[src/rtl/unidade_controle_jogo.sv]
// unidade_controle_jogo -- Moore control unit for the memory-compare game.
// Sequences the address counter, switch register and comparator: waits for
// iniciar, captures one player move per stored entry (rising edge of jogada),
// checks the comparator and advances the counter until success or error.
// Optional feature: define UC_JOGO_TIMEOUT_EN to build the inactivity timeout
// counter and the fim_timeout end state (TIMEOUT_CYCLES cycles in espera).
module unidade_controle_jogo #(
   parameter int TIMEOUT_CYCLES = 5000
) (
   input  logic       clock,
   input  logic       reset,
   input  logic       iniciar,
   input  logic       jogada,
   input  logic       igual,
   input  logic       fim_contagem,
   output logic       zeraC,
   output logic       contaC,
   output logic       zeraR,
   output logic       registraR,
   output logic       pronto,
   output logic       acertou,
   output logic       errou,
   output logic       timeout,
   output logic [3:0] db_estado
);

   // State codes double as the debug display value.
   typedef enum logic [3:0] {
      INICIAL     = 4'h0,
      PREPARACAO  = 4'h1,
      ESPERA      = 4'h2,
      REGISTRA    = 4'h4,
      COMPARACAO  = 4'h5,
      PROXIMO     = 4'h6,
      FIM_ACERTO  = 4'hA,
      FIM_TIMEOUT = 4'hD,
      FIM_ERRO    = 4'hE
   } estado_t;

   estado_t estado_q, estado_d;
   logic    jogada_ant_q, jogada_ant_d;
   logic    jogada_borda;

   // Previous sample of jogada, used to turn the level into a single move pulse.
   always_comb begin
      jogada_ant_d = jogada;
   end

   // A move is only the 0->1 transition; holding the switch does not retrigger.
   assign jogada_borda = jogada & ~jogada_ant_q;

`ifdef UC_JOGO_TIMEOUT_EN
   localparam int CONT_W = (TIMEOUT_CYCLES > 2) ? $clog2(TIMEOUT_CYCLES) : 1;
   localparam logic [CONT_W-1:0] CONT_LIMITE = CONT_W'(TIMEOUT_CYCLES - 1);

   logic [CONT_W-1:0] cont_q, cont_d;
   logic              expirou;

   // Inactivity counter: runs only while waiting for a move, cleared elsewhere.
   // The state leaves espera at the limit, so the counter never wraps.
   always_comb begin
      cont_d = '0;
      if (estado_q == ESPERA) begin
         cont_d = cont_q + 1'b1;
      end
   end

   assign expirou = (cont_q == CONT_LIMITE);

   // Timeout counter register.
   always_ff @(posedge clock) begin
      if (reset) begin
         cont_q <= '0;
      end else begin
         cont_q <= cont_d;
      end
   end
`endif

   // State and edge-detect registers; reset is synchronous and wins over all inputs.
   always_ff @(posedge clock) begin
      // NOTE: non-blocking assignments here so every flop samples pre-edge values.
      if (reset) begin
         estado_q     <= INICIAL;
         jogada_ant_q <= 1'b0;
      end else begin
         estado_q     <= estado_d;
         jogada_ant_q <= jogada_ant_d;
      end
   end

   // Next-state logic; iniciar is only honoured in inicial and the end states.
   always_comb begin
      // NOTE: default first so no path through the case leaves estado_d unassigned (no latch).
      estado_d = estado_q;
      case (estado_q)
         INICIAL: begin
            if (iniciar) estado_d = PREPARACAO;
         end
         PREPARACAO: begin
            estado_d = ESPERA;
         end
         ESPERA: begin
            // A move edge takes priority over a timeout expiring in the same cycle.
            if (jogada_borda) begin
               estado_d = REGISTRA;
            end
`ifdef UC_JOGO_TIMEOUT_EN
            else if (expirou) begin
               estado_d = FIM_TIMEOUT;
            end
`endif
         end
         REGISTRA: begin
            estado_d = COMPARACAO;
         end
         COMPARACAO: begin
            if (!igual) begin
               estado_d = FIM_ERRO;
            end else if (fim_contagem) begin
               estado_d = FIM_ACERTO;
            end else begin
               estado_d = PROXIMO;
            end
         end
         PROXIMO: begin
            estado_d = ESPERA;
         end
         FIM_ACERTO, FIM_ERRO: begin
            if (iniciar) estado_d = PREPARACAO;
         end
`ifdef UC_JOGO_TIMEOUT_EN
         FIM_TIMEOUT: begin
            if (iniciar) estado_d = PREPARACAO;
         end
`endif
         // Any code not listed above (including fim_timeout when the feature is
         // not built) recovers to inicial.
         default: begin
            estado_d = INICIAL;
         end
      endcase
   end

   // Moore output decode: every output depends on the state register alone.
   always_comb begin
      zeraC     = 1'b0;
      contaC    = 1'b0;
      zeraR     = 1'b0;
      registraR = 1'b0;
      pronto    = 1'b0;
      acertou   = 1'b0;
      errou     = 1'b0;
      timeout   = 1'b0;
      case (estado_q)
         PREPARACAO: begin
            zeraC = 1'b1;
            zeraR = 1'b1;
         end
         REGISTRA: begin
            registraR = 1'b1;
         end
         PROXIMO: begin
            contaC = 1'b1;
         end
         FIM_ACERTO: begin
            pronto  = 1'b1;
            acertou = 1'b1;
         end
         FIM_ERRO: begin
            pronto = 1'b1;
            errou  = 1'b1;
         end
`ifdef UC_JOGO_TIMEOUT_EN
         FIM_TIMEOUT: begin
            pronto  = 1'b1;
            timeout = 1'b1;
         end
`endif
         default: begin
         end
      endcase
   end

   assign db_estado = estado_q;

endmodule
[config.mk]
export PLATFORM = sky130hd
export DESIGN_NAME = unidade_controle_jogo
export DESIGN_NICKNAME = d
export VERILOG_FILES = /design/src/rtl/unidade_controle_jogo.sv
export SDC_FILE = /design/constraint.sdc
export NUM_CORES = 1
export LEC_CHECK = 0
export CAP_MARGIN = 30
export CORE_AREA = 2 2 39 41
export CTS_BUF_LIST = sky130_fd_sc_hd__clkbuf_8 sky130_fd_sc_hd__clkbuf_16
export CTS_CLUSTER_DIAMETER = 100
export CTS_CLUSTER_SIZE = 14
export DETAILED_ROUTE_END_ITERATION = 6
export DIE_AREA = 0 0 41 43
export GPL_TIMING_DRIVEN = 1
export PLACE_DENSITY = 0.55
export SLEW_MARGIN = 20
export SYNTH_ARGS = -nofsm -noshare
export SYNTH_HDL_FRONTEND = slang
export SYNTH_SLANG_ARGS = --single-unit
export TNS_END_PERCENT = 5
[constraint.sdc]
create_clock -name clock -period 1.9 [get_ports clock]
set_input_delay 0.38 -clock clock [delete_from_list [all_inputs] [get_ports clock]]
set_output_delay 0.38 -clock clock [all_outputs]
set_load 0.02 [all_outputs]
==> run metrics, run 1 <==
status=complete, no violations; number of DRC markers in iteration 0=0; wire length of the first global-routing pass=1.304 mm; combinational share of power=0.375; vias after detailed routing=354; residual antenna-violating net count after detailed routing=0; critical path endpoint category=primary output; pre-CTS setup slack=0.04098 ns; CP max-delay cell=sky130_fd_sc_hd__or3_4; Die ar.=1763 sq um; Crit path arrival time=1.40 ns; Row Count=14; hold buffer count at cts=0; fraction of power consumed by the clock network=0.358; routed length per instance=10.46 um; Sw Ratio=0.3291; proportion of synthesized chip area in sequential cells=0.2827; Min Clock Period, post-route=1.778 ns; total track usage=0.1094; leading cell type in the layout, fill and taps excluded=sky130_fd_sc_hd__clkdlybuf4s50_1; total overflow reported by the global router=0; worst path required time=1.52 ns; unrepaired setup endpoints after global routing=false; post-detailed-route DRC marker count=0; Num CTS Buffers=3; Antenna diodes=0; Sequential Area=102.6 sq um; overall die width=41 um; average footprint of a synthesized cell=8.431 sq um; area of combinational cells with multiple inputs=212.7 sq um; HPWL after detailed placement=640.2 um; number of distinct library cells after synthesis=27; sort of element at the start of the critical path=flop; top library cells by usage in the layout, fill and taps aside=sky130_fd_sc_hd__clkdlybuf4s50_1, sky130_fd_sc_hd__dlygate4sd2_1, sky130_fd_sc_hd__nor2_1, sky130_fd_sc_hd__nand2_1, sky130_fd_sc_hd__buf_4; ports placed on the boundary=18; nets in the synthesized netlist=48; Worst-path clk slew=0.04 ns; antenna violations before repair=0; length of the first detailed-routing pass in iterations=1; number of sinks on the clock net=5; cell class contributing the biggest share of worst-path delay=simple AND/OR/NAND/NOR gates; final number of max-transition violations=0; routed wire length=816 um; global routing met2 resource utilization=0.1875; starting density of the core=0.2559; final estimated routing congestion in global placement=0.7310; Worst Skew=0.001203 ns; count of filler cells inserted in the layout=148; TritonCTS clock tree=yes; YS warnings=0; hold crit path type=reg2reg; Power Dens Cells=965.6 nW/um^2; Final Hold Vio Count=0; input/output buffers=16; number of global-route vias before repair=353; number of register bits inferred by synthesis=5; gate count after technology mapping=42; fraction of met1 tracks used by global routing=0.09968; fraction of final layout cells sized beyond drive strength 1=0.2097; setup violators final=0; drt via density=4.538; sequential share of power=0.267; peak per-stage delay on the critical path=0.39 ns; Leak=0.2865 nW; largest fanout on the critical path=5; H-tree depth=1; internal power of the cells=368.8 uW; clock network latency to the later pin of the worst-skew pair=0.22 ns; Std-Cell Core Area=1384 sq um; maximum number of pins on one net before global-route repair=10; cell chosen for the clock root=sky130_fd_sc_hd__clkbuf_8; vertical die dimension=43 um; number of buffers between clock root and the deepest sink=2; final worst path period share=0.9356; fmax=562.5 MHz; busiest layer in global routing=met2; Worst Slack Setup Final=0.1224 ns; peak ir drop on the vdd network=0.0004222 V; worst-path cell chain=or3_4 > nor2_1 > dlygate4sd2_1; total net switching power=180.9 uW; GRT met3 Usage=0.03141; area growth from synthesis to layout=60.78%; synthesized cell area=354.1 sq um; Max Cap Viol=0; NumNets Final=69; Total Neg Setup Slack=0 ns; type of the setup path with the least slack=reg2out; count of buffer and inverter cells on the critical path=1
==> path summary, 6_finish.rpt <==
path | start | endpoint | slack, ns | cells past startpoint
worst max-delay path | db_estado[3]$_SDFFE_PP0P_ | zeraR | 0.12 | 3
worst min register to register | db_estado[0]$_SDFFE_PP0P_ | db_estado[3]$_SDFFE_PP0P_ | 0.61 | 2
worst min-delay path | db_estado[0]$_SDFFE_PP0P_ | db_estado[3]$_SDFFE_PP0P_ | 0.61 | 2
worst max register to register | db_estado[3]$_SDFFE_PP0P_ | db_estado[2]$_SDFFE_PP0P_ | 0.39 | 5
==> per-layer routing <==
metal | routed length [um] | up-vias
met1 | 313 | 162
li1 | - | 177
met5 | 0 | -
met4 | 17 | 0
met2 | 427 | 13
met3 | 58 | 2
==> Yosys cell counts, drive strengths merged <==
master / instances / share of area
dfxtp: 5 / 0.28
buf: 4 / 0.11
nand2: 4 / 0.042
nor2: 4 / 0.042
and2: 2 / 0.035
and2b: 2 / 0.046
nand2b: 2 / 0.035
nor3: 2 / 0.028
a211oi: 1 / 0.057
a21oi: 1 / 0.014
a22o: 1 / 0.025
a31o: 1 / 0.025
a31oi: 1 / 0.018
and3b: 1 / 0.025
conb: 1 / 0.011
inv: 1 / 0.011
mux2i: 1 / 0.028
nand3: 1 / 0.014
nand4b: 1 / 0.025
nor2b: 1 / 0.018
nor4: 1 / 0.018
o21ai: 1 / 0.014
or2b: 1 / 0.025
or3: 1 / 0.032
xor2: 1 / 0.025
==> through the flow <==
| step | area (sq um) | instances | power, mW | util | hold WS (ns) |
|---|---|---|---|---|---|
| 6_report | 569.3 | 78 | 0.5497 | 0.4114 | 0.6148 |
| 5_1_grt | 569.3 | 78 | 0.5837 | 0.4114 | 0.6409 |
| 4_1_cts | 566.8 | 78 | 0.5581 | 0.4096 | 0.6193 |
| 3_5_place_dp | 526.8 | 74 | 0.3640 | 0.3807 | 0.6134 |
| 3_3_place_gp | 526.8 | 74 | 0.3664 | 0.3807 | 0.6143 |
| 2_1_floorplan | 354.1 | 42 | 0.2809 | - | 0.4491 |
==> power groups by stage <==
stage	Sequential [mW]	Combinational (mW)	Clock (mW)
2_1_floorplan	0.151	0.129	0
5_1_grt	0.150	0.224	0.210
6_report	0.147	0.206	0.197
3_5_place_dp	0.146	0.218	0
4_1_cts	0.147	0.208	0.203
3_3_place_gp	0.146	0.220	0
==> logic make-up (layout without fill, tap and decap cells) <==
group | after synthesis | in the layout | synth area share
buffers and inverters | 5 | 25 | 0.1166
other | 1 | 1 | 0.01059
XOR/XNOR | 1 | 1 | 0.02474
multiplexers | 1 | 1 | 0.02827
AO/OA/AOI/OAI | 6 | 6 | 0.1519
AND/OR/NAND/NOR | 23 | 23 | 0.3852
flip-flops | 5 | 5 | 0.2827
==> state kept, by name (all words and copies together), names as in the netlist <==
name / flops
jogada_ant_q: 1
db_estado: 4
==> area by class of cell <==
| class | instances | area share |
|---|---|---|
| tap | 16 | 0.03516 |
| multi-input combinational | 32 | 0.3736 |
| sequential | 5 | 0.1802 |
| inverter | 1 | 0.006593 |
| clock buffer | 3 | 0.07253 |
| timing repair buffer | 20 | 0.3253 |
| clock inverter | 1 | 0.006593 |
==> timing repair <==
action / in CTS / in global routing
gates resized for setup: 8 / 1
setup buffers: 0 / 0
setup endpoints to repair: 7 / 1
==> worst register-to-register path, cell delays in order (launching register included) <==
cell                       delay (ns)
sky130_fd_sc_hd__dfxtp_1         0.33
sky130_fd_sc_hd__or3_4           0.39
sky130_fd_sc_hd__buf_4           0.15
sky130_fd_sc_hd__a211oi_4        0.25
sky130_fd_sc_hd__a31oi_1         0.10
sky130_fd_sc_hd__a31o_1          0.19
Note: power is estimated with default switching activity, not from simulation.
==> run 2: changes to the inputs <==
Settings changed: CAP_MARGIN 30 to 0.
==> results of run 2 <==
No change in the layout: final DEF, timing and power equal those of run 1.
